[src/rtl/msrv32_instr_fetch_buffer.sv]
// Instruction fetch buffer: issues in-order fetches, queues in-order responses, presents {pc, instr} to decode.
// Redirects drop the stale responses still due from memory.
module msrv32_instr_fetch_buffer #(
   parameter logic [31:0] BOOT_ADDR = 32'h0000_0000,
   parameter int unsigned DEPTH     = 4
) (
   input  logic        ms_riscv32_mp_clk_in,
   input  logic        ms_riscv32_mp_rst_in,
   output logic [31:0] ms_riscv32_mp_imaddr_out,
   output logic        ms_riscv32_mp_imreq_out,
   input  logic        ms_riscv32_mp_instr_hready_in,
   input  logic        ms_riscv32_mp_instr_vld_in,
   input  logic [31:0] ms_riscv32_mp_instr_in,
   input  logic        branch_taken_in,
   input  logic [31:0] branch_target_in,
   input  logic        stall_in,
   output logic        instr_valid_out,
   output logic [31:0] instr_out,
   output logic [31:0] pc_out,
   output logic        flush_out
);

   localparam int unsigned AW = $clog2(DEPTH);
   localparam int unsigned CW = AW + 1;
   localparam logic [31:0] NOP = 32'h0000_0013;

   logic [31:0]   pc_q;
   logic [AW-1:0] addr_wp;
   logic [AW-1:0] data_wp;
   logic [AW-1:0] rd_ptr;
   logic [CW-1:0] occ_q;
   logic [CW-1:0] outst_q;
   logic [CW-1:0] drop_q;
   logic [31:0]   slot_pc    [DEPTH];
   logic [31:0]   slot_instr [DEPTH];

   logic          accept;
   logic          resp;
   logic          keep;
   logic          pop;
   logic          head_valid;
   logic [CW:0]   inflight;

   // Request gating counts dropped responses too, so every accepted fetch owns a slot until it returns.
   always_comb begin
      inflight   = (CW+1)'(occ_q) + (CW+1)'(outst_q);
      ms_riscv32_mp_imreq_out  = !ms_riscv32_mp_rst_in && !branch_taken_in &&
                                 (inflight < (CW+1)'(DEPTH));
      ms_riscv32_mp_imaddr_out = pc_q;
      accept     = ms_riscv32_mp_imreq_out && ms_riscv32_mp_instr_hready_in;
      resp       = ms_riscv32_mp_instr_vld_in && (outst_q != '0);
      keep       = resp && (drop_q == '0);
      head_valid = (occ_q != '0);
      pop        = head_valid && !stall_in && !branch_taken_in;
      instr_valid_out = head_valid;
      instr_out  = head_valid ? slot_instr[rd_ptr] : NOP;
      pc_out     = head_valid ? slot_pc[rd_ptr]    : 32'h0;
   end

   always_ff @(posedge ms_riscv32_mp_clk_in or posedge ms_riscv32_mp_rst_in) begin
      if (ms_riscv32_mp_rst_in) begin
         pc_q      <= BOOT_ADDR;
         addr_wp   <= '0;
         data_wp   <= '0;
         rd_ptr    <= '0;
         occ_q     <= '0;
         outst_q   <= '0;
         drop_q    <= '0;
         flush_out <= 1'b0;
         for (int i = 0; i < int'(DEPTH); i++) begin
            slot_pc[i]    <= 32'h0;
            slot_instr[i] <= NOP;
         end
      end else if (branch_taken_in) begin
         // Everything still due from memory becomes stale; a response landing now is discarded.
         pc_q      <= branch_target_in & ~32'h3;
         addr_wp   <= '0;
         data_wp   <= '0;
         rd_ptr    <= '0;
         occ_q     <= '0;
         outst_q   <= outst_q - CW'(resp);
         drop_q    <= outst_q - CW'(resp);
         flush_out <= 1'b1;
      end else begin
         flush_out <= 1'b0;
         if (accept) begin
            slot_pc[addr_wp] <= pc_q;
            addr_wp          <= addr_wp + AW'(1);
            pc_q             <= pc_q + 32'd4;
         end
         if (resp && (drop_q != '0)) begin
            drop_q <= drop_q - CW'(1);
         end
         if (keep) begin
            slot_instr[data_wp] <= ms_riscv32_mp_instr_in;
            data_wp             <= data_wp + AW'(1);
         end
         if (pop) begin
            rd_ptr <= rd_ptr + AW'(1);
         end
         outst_q <= outst_q + CW'(accept) - CW'(resp);
         occ_q   <= occ_q + CW'(keep) - CW'(pop);
      end
   end

endmodule

[config.mk]
export PLATFORM = sky130hd
export DESIGN_NAME = msrv32_instr_fetch_buffer
export DESIGN_NICKNAME = d
export VERILOG_FILES = /design/src/rtl/msrv32_instr_fetch_buffer.sv
export SDC_FILE = /design/constraint.sdc
export NUM_CORES = 1
export LEC_CHECK = 0
export BUFFER_PORTS_ARGS = -buffer_cell sky130_fd_sc_hd__buf_2
export CAP_MARGIN = 20
export CORE_MARGIN = 2
export CORE_UTILIZATION = 35
export CTS_CLUSTER_DIAMETER = 60
export DETAILED_ROUTE_END_ITERATION = 6
export GPL_TIMING_DRIVEN = 0
export PLACE_DENSITY = 0.6
export SLEW_MARGIN = 20
export SYNTH_ARGS = -nofsm -noshare
export SYNTH_HDL_FRONTEND = slang
export SYNTH_SLANG_ARGS = --single-unit
[constraint.sdc]
create_clock -name ms_riscv32_mp_clk_in -period 16.3 [get_ports ms_riscv32_mp_clk_in]
set_input_delay 3.26 -clock ms_riscv32_mp_clk_in [delete_from_list [all_inputs] [get_ports ms_riscv32_mp_clk_in]]
set_output_delay 3.26 -clock ms_riscv32_mp_clk_in [all_outputs]
set_load 0.005 [all_outputs]
# Word-level counts from Yosys, hierarchy flattened
# Index checks and enable logic that the tools add are counted.
# totals
reg_bits,304
latch_bits,0
mem_bits_rw,0
mem_bits_ro,0
in_bits,70
wordCells,87
n_memories,0
# op_classes
add_sub_neg,11
mul,0
n_div,0
magnitude_cmp,6
n_eq_ne,0
n_shift,0
muxes,27
bitwise_logic,4
reduce_logical,23
# ops
cell,count
32-bit 2-to-1 mux,10
128-bit bitwise mux,2
32-bit binary-select mux with 2-bit select,2
32-bit demux with 2-bit select,2
"32-bit by 3-bit adder with 32-bit output, second input constant",1
2-bit 2-to-1 mux,6
3-bit 2-to-1 mux,4
1-bit logical AND,10
"3-bit greater-or-equal comparator, second input constant",3
2-bit NOT with 3-bit output,3
3-bit nonzero test,3
3-bit by 1-bit subtractor with 3-bit output,3
2-bit nonzero test,4
"2-bit by 1-bit adder with 2-bit output, second input constant",3
3-bit by 1-bit adder with 3-bit output,2
"3-bit by 1-bit < comparator with 1-bit output, second input constant",2
3-bit by 3-bit adder with 4-bit output,1
"4-bit by 3-bit < comparator with 1-bit output, second input constant",1
2-bit AND reduction,2
1-bit zero test,3
3-bit zero test,1
"3-bit by 1-bit subtractor with 3-bit output, second input constant",1
1-bit 2-to-1 mux,1
1-bit NOT,1

# Logic depth before layout (Yosys ltp)
# Gate-level depths: netlist of the first run.
# logic_depth
word_depth,7
ltp_mapped,13
ltp_nobuf,11

# Least setup slack after synthesis of the first run
# Ideal clock, no wire load.
# synth_timing
path_kind,in2out
startpoint,in branch_taken_in
endpoint,out ms_riscv32_mp_imreq_out
arrival_time_ns,4.015
t_required_ns,13.040
slack_ns,9.025
cell_stages,2
cell_sequence,or4_4 -> nor3_1
# synth_via
elab_chain_len,3
# synth_lines
element,line,text
start: declaration,14,"input logic branch_taken_in,"
1-bit zero test,47,ms_riscv32_mp_imreq_out = !ms_riscv32_mp_rst_in && !branch_taken_in &&
1-bit logical AND (2 in series),47,
end: declaration,10,"output logic ms_riscv32_mp_imreq_out,"
# No other way between the ends.

# Final worst setup path of the first run
# Ends and elaborated chain as after synthesis.

==> impl_metrics.toml, run 1 <==
[die]
io-pin-count = 169
die_area_um2 = 41500
fp.dieW_um = 204
placementRows = 73
core_area_um2 = 39500
die_h_um = 204
start_util = 0.353

[final_layout]
drive_gt1_frac = 0.463
seq_area_um2 = 7370
multi_input_area_um2 = 6160
fillCellCount = 3698
diodes = 0
post-route-util = 0.423
area_growth_syn_to_layout_pct = 19.6
fin_nets = 1307

[clock_tree]
cts_tree = "done"
numCtsBuffers = 37
htreeDepth = 2
clock_latency_ns = 0.53
ctsHoldBuffers = 0
cts_resized = 0
root_buffer = "clkbuf_16"
clock_path_buffers = 3
clk_pin_slew_ns = 0.06
cts.sinks = 294
post_cts_buffers = 0

[routing]
avgViaCountPerCell = 5.08
drc = 0
drtIter0Drc = 503
via_count = 8968
post_drt_wl_per_cell_um = 20.0
drt-pass1-iter-count = 5
drt-total-wl_um = 35300
ant_nets = 0

[grt]
overflow = 0
grtUsageTotal = 0.174
antenna_found_initial = 0
grt_pass1_wl_um = 55800
grt_max_degree = 102
first_global_vias = 9515

[logic_synthesis]
synth.distinct_cells = 50
synth_area_per_cell_um2 = 13.8
syn_inst = 1010
syn_area_um2 = 14000
synth-edff-count = 0
synth-async-reset-ratio = 1.00
yosysSeqAreaShare = 0.527
synth-main-ff-cell = "dfrtp_1"
ys.warnings.count = 0
ys_seq_elements = 294

[setup_path]
crit_fanout = 6
startpoint = "branch_taken_in"
endpoint_kind = "primary output"
arrival_ns = 4.35
crit_type = "primary input to primary output"
reg2reg_depth = 13
critPathLaunchType = "primary input"
regToRegStartpoint = "occ_q[1]$_DFF_PP0_"
worstPathRequired_ns = 13.04

[power_and_ir_drop]
vdd_ir_drop_max_mv = 0.0945
power.density_nw_per_um2 = 156
power.leakage_nw = 7.85

[timing]
slew_headroom = 0.430
setup_viol = 0
finClkSkew_ns = 0.0173
timing.fmax_mhz = 131
hold_viol = 0
fin_crit_sh = 0.467
fin_setup_tns_ns = 0
post-route-min-period_ns = 7.61
slew_viol_final = 0
tightest_slew_ns = 0.855
rsz0062_at_grt = "no"
fin_ws_ns = 8.69

[placed_design]
hpwl_um = 24100
dpl_worst_slack_ns = 8.67
gp_congestion = 0.828
portBuffers = 162

[worst_hold_path]
hp-class = "flip-flop to flip-flop"
min_from = "slot_instr[52]$_DFFE_PP0P_"
holdPathStages = 1

[job]
max-cap-violations = 0

[run_status]
status = "finished clean"
routing by layer:
| metal | global-route usage | wire length [µm] | share of wire | vias up |
|---|---|---|---|---|
| li1 | - | - | - | 4062 |
| met1 | 0.239 | 15800 | 0.45 | 4614 |
| met2 | 0.282 | 16900 | 0.48 | 241 |
| met3 | 0.0330 | 2000 | 0.056 | 51 |
| met4 | 0.0485 | 669 | 0.019 | 0 |
| met5 | 0 | 0 | 0 | - |
registers in the layout, summed over array words and instances (netlist names), 2 cells and up:
register / cells
slot_instr: 128
slot_pc: 120
ms_riscv32_mp_imaddr_out: 30
drop_q: 3
occ_q: 3
outst_q: 3
addr_wp: 2
data_wp: 2
rd_ptr: 2
synthesized netlist by cell type, types with 7 or more instances:
master / number / share of area
nor2_1: 15 / 0.0040
o21ai_0: 23 / 0.0082
dfrtp_1: 282 / 0.50
nand2_1: 50 / 0.013
xor2_1: 11 / 0.0069
nor3_1: 8 / 0.0029
ha_1: 19 / 0.017
dfstp_2: 12 / 0.023
o211ai_1: 13 / 0.0070
clkbuf_1: 45 / 0.012
nor2b_1: 61 / 0.027
nand4_1: 11 / 0.0049
mux4_2: 62 / 0.10
buf_2: 29 / 0.010
inv_1: 20 / 0.0054
xnor2_1: 7 / 0.0044
nand3_1: 17 / 0.0061
mux2_1: 11 / 0.0089
and3_1: 12 / 0.0054
mux2_2: 234 / 0.19
worst max-delay path, cell delays in order:
cell and delay (ns):
buf_2 0.18, or4_4 0.57, nor3_1 0.17, buf_2 0.16
final timing paths:
path,to,slack (ns)
setup / recovery,ms_riscv32_mp_imreq_out,8.69
hold / removal,slot_instr[52]$_DFFE_PP0P_,0.48
setup reg to reg,outst_q[2]$_DFF_PP0_,12.71
hold reg to reg,slot_instr[52]$_DFFE_PP0P_,0.48
max in group asynchronous,slot_pc[68]$_DFFE_PP0P_,12.39
min in group asynchronous,rd_ptr[0]$_DFFE_PP0P_,2.91
cell usage in the layout (no fill, tap or decap), types with 7 or more instances in the layout:
| master | netlist | layout |
|---|---|---|
| and3_1 | 12 | 12 |
| buf_2 | 29 | 191 |
| clkbuf_1 | 45 | 55 |
| clkbuf_16 | 0 | 39 |
| dfrtp_1 | 282 | 282 |
| dfstp_2 | 12 | 12 |
| ha_1 | 19 | 19 |
| inv_1 | 20 | 19 |
| mux2_1 | 11 | 11 |
| mux2_2 | 234 | 234 |
| mux4_2 | 62 | 62 |
| nand2_1 | 50 | 50 |
| nand3_1 | 17 | 17 |
| nand4_1 | 11 | 11 |
| nor2_1 | 15 | 15 |
| nor2b_1 | 61 | 61 |
| nor3_1 | 8 | 8 |
| o211ai_1 | 13 | 13 |
| o21ai_0 | 23 | 23 |
| xnor2_1 | 7 | 7 |
| xor2_1 | 11 | 11 |
metrics by stage:
step / instances / total power [mW] / instance area [µm²] / hold slack [ns]
floorplan: 1013 / 1.55 / 14000 / 0.445
global placement: 1700 / 1.81 / 15500 / 0.461
detailed placement: 1702 / 1.83 / 15500 / 0.472
CTS: 1766 / 2.66 / 16700 / 0.487
global route: 1766 / 2.78 / 16700 / 0.496
finish: 1766 / 2.61 / 16700 / 0.482
cells by family (layout without fill, tap and decap cells):
kind of cell / count (synthesis) / after routing / share of synthesized area
multiplexers: 309 / 309 / 0.299
adder cells (fa/ha/maj): 21 / 21 / 0.0199
AO/OA/AOI/OAI: 64 / 64 / 0.0301
XOR/XNOR: 18 / 18 / 0.0113
buffers and inverters: 103 / 331 / 0.0329
flip-flops: 294 / 294 / 0.527
AND/OR/NAND/NOR: 200 / 200 / 0.0794
other: 1 / 4 / 0.000268
where the power goes:
part / total, mW / switching, mW / internal [mW]
Sequential: 1.01 / 0.101 / 0.912
Clock: 0.809 / 0.315 / 0.494
Combinational: 0.789 / 0.358 / 0.432
layout make-up:
| type | count | area share |
|---|---|---|
| clock inverters | 10 | 0.00703 |
| plain buffers | 82 | 0.0228 |
| well taps | 525 | 0.0393 |
| clock buffers | 54 | 0.0647 |
| flip-flops and latches | 294 | 0.441 |
| repair buffers | 164 | 0.0518 |
| inverters | 21 | 0.00516 |
| multi-input cells | 616 | 0.368 |
Power figures use the tool's default switching activity.
==> run 2, diff against run 1 <==
Settings changed: PLACE_DENSITY 0.6 to 0.61.
Clock period 16.3 ns to 6.7 ns, I/O delays scaled along.
==> run 2 against run 1 <==
Clock skew up 0.0090 ns. Global-route usage shrank 0.18 points. Combinational power grew 140%. Setup slack worse by 6.5 ns. Via count up 1.6%. Cell count is 0.51% higher. Die area did not move. Register-to-register slack got worse by 9.6 ns. Largest power group unchanged.
==> impl_metrics.toml, run 2 (synthesized netlist as in run 1, its figures left out) <==
[final_layout]
largest_register_ffs = 128
final_common_cell = "dfrtp_1"
fin_nets = 1315
drive_gt1_frac = 0.468
regMostFlops = "slot_instr"
area_growth_syn_to_layout_pct = 21.1
final_cell_mix = "282 x dfrtp_1, 234 x mux2_2, 191 x buf_2"
diodes = 0

[job]
max-cap-violations = 0

[routing]
drtIter0Drc = 552
drt-total-wl_um = 35100
avgViaCountPerCell = 5.13
post_drt_wl_per_cell_um = 19.8
ant_nets = 0
drc = 0
via_count = 9109
drt-pass1-iter-count = 5

[timing]
timing.fmax_mhz = 222
post-route-min-period_ns = 4.49
rsz0062_at_grt = "no"
fin_crit_sh = 0.671
fin_ws_ns = 2.21
slew_viol_final = 0
hold_viol = 0
setup_viol = 0
slew_headroom = 0.410
hold_slack_ns = 0.479
fin_setup_tns_ns = 0
finClkSkew_ns = 0.0263
tightest_slew_ns = 0.884

[setup_path]
slowest_delay_ns = 0.71
cp_num_buf_inv = 3
crit_chain = "clkbuf_1, buf_1, mux4_2, nor2b_1, buf_2"
endpoint_kind = "primary output"
crit_type = "flip-flop to primary output"
worstPathRequired_ns = 5.36
crit_slowest_cell = "buf_1"
arrival_ns = 3.15
critPathTopFamily = "buffers and inverters"
crit_fanout = 10
critPathLaunchType = "flip-flop"

[power_and_ir_drop]
clock_power_share = 0.322
power.leakage_nw = 7.94
p_sw_mw = 1.89
intPower_mw = 4.58
p_sw_frac = 0.293
pwr-share-comb = 0.298
power.density_nw_per_um2 = 382
seqPwrFrac = 0.380
vdd_ir_drop_max_mv = 0.229

[grt]
grtUsageTotal = 0.172
first_global_vias = 9507
antenna_found_initial = 0
grt_pass1_wl_um = 55300
grt_max_degree = 35
overflow = 0

[die]
die_h_um = 204
placementRows = 73
start_util = 0.353
fp.dieW_um = 204
die_area_um2 = 41500
core_area_um2 = 39500
io-pin-count = 169

[placed_design]
portBuffers = 162
dpl_worst_slack_ns = 2.15
hpwl_um = 24300
gp_congestion = 0.794

[clock_tree]
ctsHoldBuffers = 0
cts_resized = 0
cts_tree = "done"
numCtsBuffers = 38
clk_pin_slew_ns = 0.06
root_buffer = "clkbuf_16"
clock_path_buffers = 3
clock_latency_ns = 0.53
cts.sinks = 294
htreeDepth = 2
post_cts_buffers = 0

[worst_hold_path]
hp-class = "flip-flop to flip-flop"

[run_status]
status = "finished clean"
## run 2: cell count changes in the layout (fill, tap and decap cells not counted), sizes merged
cell and delta:
clkbuf -1, clkinvlp +3, buf +7, inv -2
bufinv +2
## run 2: path summary, 6_finish.rpt
| path | startpoint | endpoint | slack, ns | cells past startpoint |
|---|---|---|---|---|
| setup / recovery | rd_ptr[0]$_DFFE_PP0P_ | pc_out[30] | 2.21 | 5 |
| hold / removal | slot_pc[117]$_DFFE_PP0P_ | slot_pc[117]$_DFFE_PP0P_ | 0.48 | 2 |
| setup reg to reg | occ_q[1]$_DFF_PP0_ | outst_q[2]$_DFF_PP0_ | 3.10 | 13 |
| hold reg to reg | slot_pc[117]$_DFFE_PP0P_ | slot_pc[117]$_DFFE_PP0P_ | 0.48 | 2 |
| max in group asynchronous | ms_riscv32_mp_rst_in | slot_instr[59]$_DFFE_PP0P_ | 4.97 | 4 |
| min in group asynchronous | ms_riscv32_mp_rst_in | slot_pc[29]$_DFFE_PP0P_ | 0.89 | 2 |
## run 2: cell type report
class | count | area [µm²]
Clock inverter | 13 | 186
Multi-Input combinational cell | 616 | 6160
Inverter | 21 | 82.6
Clock buffer | 53 | 1100
Buffer | 82 | 382
Sequential cell | 294 | 7370
Tap cell | 525 | 657
Timing Repair Buffer | 171 | 991
Fill cell | 3651 | 22600
## run 2: per-layer routing
metal / vias to the layer above / wire [µm] / track usage
li1: 4093 / - / -
met1: 4716 / 15600 / 0.232
met2: 237 / 16800 / 0.282
met3: 63 / 2160 / 0.0386
met4: 0 / 664 / 0.0422
met5: - / 0 / 0
## run 2: power groups by stage
stage          registers, mW  clock network [mW]  logic, mW
3_3_place_gp            2.47                   0       1.93
2_1_floorplan           2.41                   0       1.37
4_1_cts                 2.46                2.14       1.99
3_5_place_dp            2.49                   0       1.98
5_1_grt                 2.52                2.22       2.14
6_report                2.46                2.08       1.93
## run 2: per-stage QoR
step | power, mW | cell area (µm²) | utilization | std cells
after floorplan | 3.78 | 14000 | - | 1013
after global placement | 4.40 | 15500 | 0.391 | 1700
after detailed placement | 4.47 | 15600 | 0.395 | 1709
after CTS | 6.59 | 16900 | 0.428 | 1775
after global routing | 6.88 | 16900 | 0.428 | 1775
final | 6.47 | 16900 | 0.428 | 1775
## run 2: worst reg2reg max path: cells and delay by family (launching register included)
family                   cells  cell delay (ns)
AO/OA/AOI/OAI                1             0.20
XOR/XNOR                     2             0.32
adder cells (fa/ha/maj)      4             1.10
buffers and inverters        4             0.50
flip-flops                   1             0.44
AND/OR/NAND/NOR              2             0.98
==> run 3, diff against run 2 <==
Clock period 6.7 ns to 3.9 ns, I/O delays scaled along.
==> run 3 against run 2 <==
Via count shrank 0.38%. Non-clock buffer count is 1 lower. Global-route usage unchanged. Die area unchanged. Register-to-register slack got worse by 2.8 ns.
==> impl_metrics.toml, run 3 (synthesized netlist as in run 1, its figures left out) <==
[clock_tree]
clk_pin_slew_ns = 0.05
cts_tree = "done"
post_cts_buffers = 0
clock_latency_ns = 0.53
clock_path_buffers = 3
numCtsBuffers = 38
cts.sinks = 294
htreeDepth = 2
root_buffer = "clkbuf_16"

[timing]
post-route-min-period_ns = 3.60
rsz0062_at_grt = "no"
finClkSkew_ns = 0.0264
setup_viol = 0
slew_headroom = 0.472
slew_viol_final = 0
fin_crit_sh = 0.922
tightest_slew_ns = 0.791
hold_viol = 0
timing.fmax_mhz = 278
fin_ws_ns = 0.303

[run_status]
status = "finished clean"

[setup_path]
cp_num_buf_inv = 3
worstPathRequired_ns = 3.12
critPathLaunchType = "flip-flop"
r2r_slack_ns = 0.31
crit_fanout = 10
regToRegStartpoint = "occ_q[1]$_DFF_PP0_"
critPathTopFamily = "buffers and inverters"
crit_type = "flip-flop to primary output"
r2r_end = "outst_q[2]$_DFF_PP0_"
crit_chain = "nor3_1, clkbuf_1, clkbuf_1, nor2b_1, buf_2"
slowest_delay_ns = 0.63
arrival_ns = 2.82
reg2reg_depth = 13
startpoint = "occ_q[1]$_DFF_PP0_"
endpoint_kind = "primary output"
timing.critical_path.mode_cell = "clkbuf_1"
crit_slowest_cell = "clkbuf_1"

[power_and_ir_drop]
p_sw_mw = 3.25
vdd_ir_drop_max_mv = 0.393
pwr-share-comb = 0.296
clock_power_share = 0.322
seqPwrFrac = 0.383
intPower_mw = 7.86
finalPower_mw = 11.1
power.leakage_nw = 7.94
power.density_nw_per_um2 = 657
p_sw_frac = 0.293

[final_layout]
multi_input_area_um2 = 6160
final_common_cell = "dfrtp_1"
fin_nets = 1314
seq_area_um2 = 7370
final_cell_mix = "282 x dfrtp_1, 234 x mux2_2, 191 x buf_2"
drive_gt1_frac = 0.469
fillCellCount = 3653
diodes = 0
area_growth_syn_to_layout_pct = 21.1
largest_register_ffs = 128
regMostFlops = "slot_instr"

[routing]
drt-pass1-iter-count = 5
ant_nets = 0
avgViaCountPerCell = 5.11
via_count = 9074
drc = 0
drtIter0Drc = 520
post_drt_wl_per_cell_um = 19.8
drt-total-wl_um = 35100

[grt]
grtUsageTotal = 0.172
grt_pass1_wl_um = 55300
grt_max_degree = 35
overflow = 0
antenna_found_initial = 0
first_global_vias = 9505

[die]
die_area_um2 = 41500
core_area_um2 = 39500
placementRows = 73
io-pin-count = 169
start_util = 0.353
fp.dieW_um = 204
die_h_um = 204

[worst_hold_path]
hp-class = "primary input to async pin"

[job]
max-cap-violations = 0

[placed_design]
gp_congestion = 0.794
portBuffers = 162
hpwl_um = 24300
dpl_worst_slack_ns = -0.0899
-- run 3: what timing repair did --
item                                    in CTS  in global routing
hold buffers                                 0                  0
resized for setup                            1                  1
endpoints found under the setup margin       8                  4
-- run 3: cell type report --
class | instances | area share
sequential | 294 | 0.436
multi-input combinational | 616 | 0.364
clock buffer | 53 | 0.0649
timing repair buffer | 171 | 0.0586
tap | 525 | 0.0388
buffer | 81 | 0.0224
clock inverter | 13 | 0.0110
inverter | 21 | 0.00488
-- run 3: per-layer routing --
metal	global-route usage	part of all wire	up-vias	wire length, µm
li1	-	-	4081	-
met1	0.232	0.44	4700	15500
met2	0.282	0.48	233	16800
met3	0.0386	0.062	60	2180
met4	0.0422	0.019	0	657
met5	0	0	-	0
-- run 3: worst max-delay path by stage --
stage | to | slack [ns] | cells after the start
2_1_floorplan | addr_wp[0]$_DFFE_PP0N_ | -0.77 | 1
3_3_place_gp | slot_instr[59]$_DFFE_PP0P_ | -2.71 | 2
3_5_place_dp | outst_q[2]$_DFF_PP0_ | -0.09 | 13
4_1_cts | pc_out[30] | 0.01 | 4
5_1_grt | pc_out[21] | 0.08 | 5
6_report | pc_out[21] | 0.30 | 5
-- run 3: power groups by stage --
stage          sequential [mW]  combinational (mW)  clock, mW
2_1_floorplan             4.14                2.35          0
3_3_place_gp              4.25                3.31          0
3_5_place_dp              4.27                3.40          0
4_1_cts                   4.26                3.38       3.68
5_1_grt                   4.36                3.65       3.81
6_report                  4.25                3.28       3.57
-- run 3: metrics by stage --
stage,area (µm²),std cells,util,hold slack (ns),setup TNS (ns)
CTS,16900,1774,0.428,0.338,0
global route,16900,1774,0.428,0.351,0
detailed placement,15600,1709,0.395,0.469,-0.0899
finish,16900,1774,0.428,0.335,0
global placement,15500,1700,0.391,0.458,-771.29
floorplan,14000,1013,-,0.445,-218.08
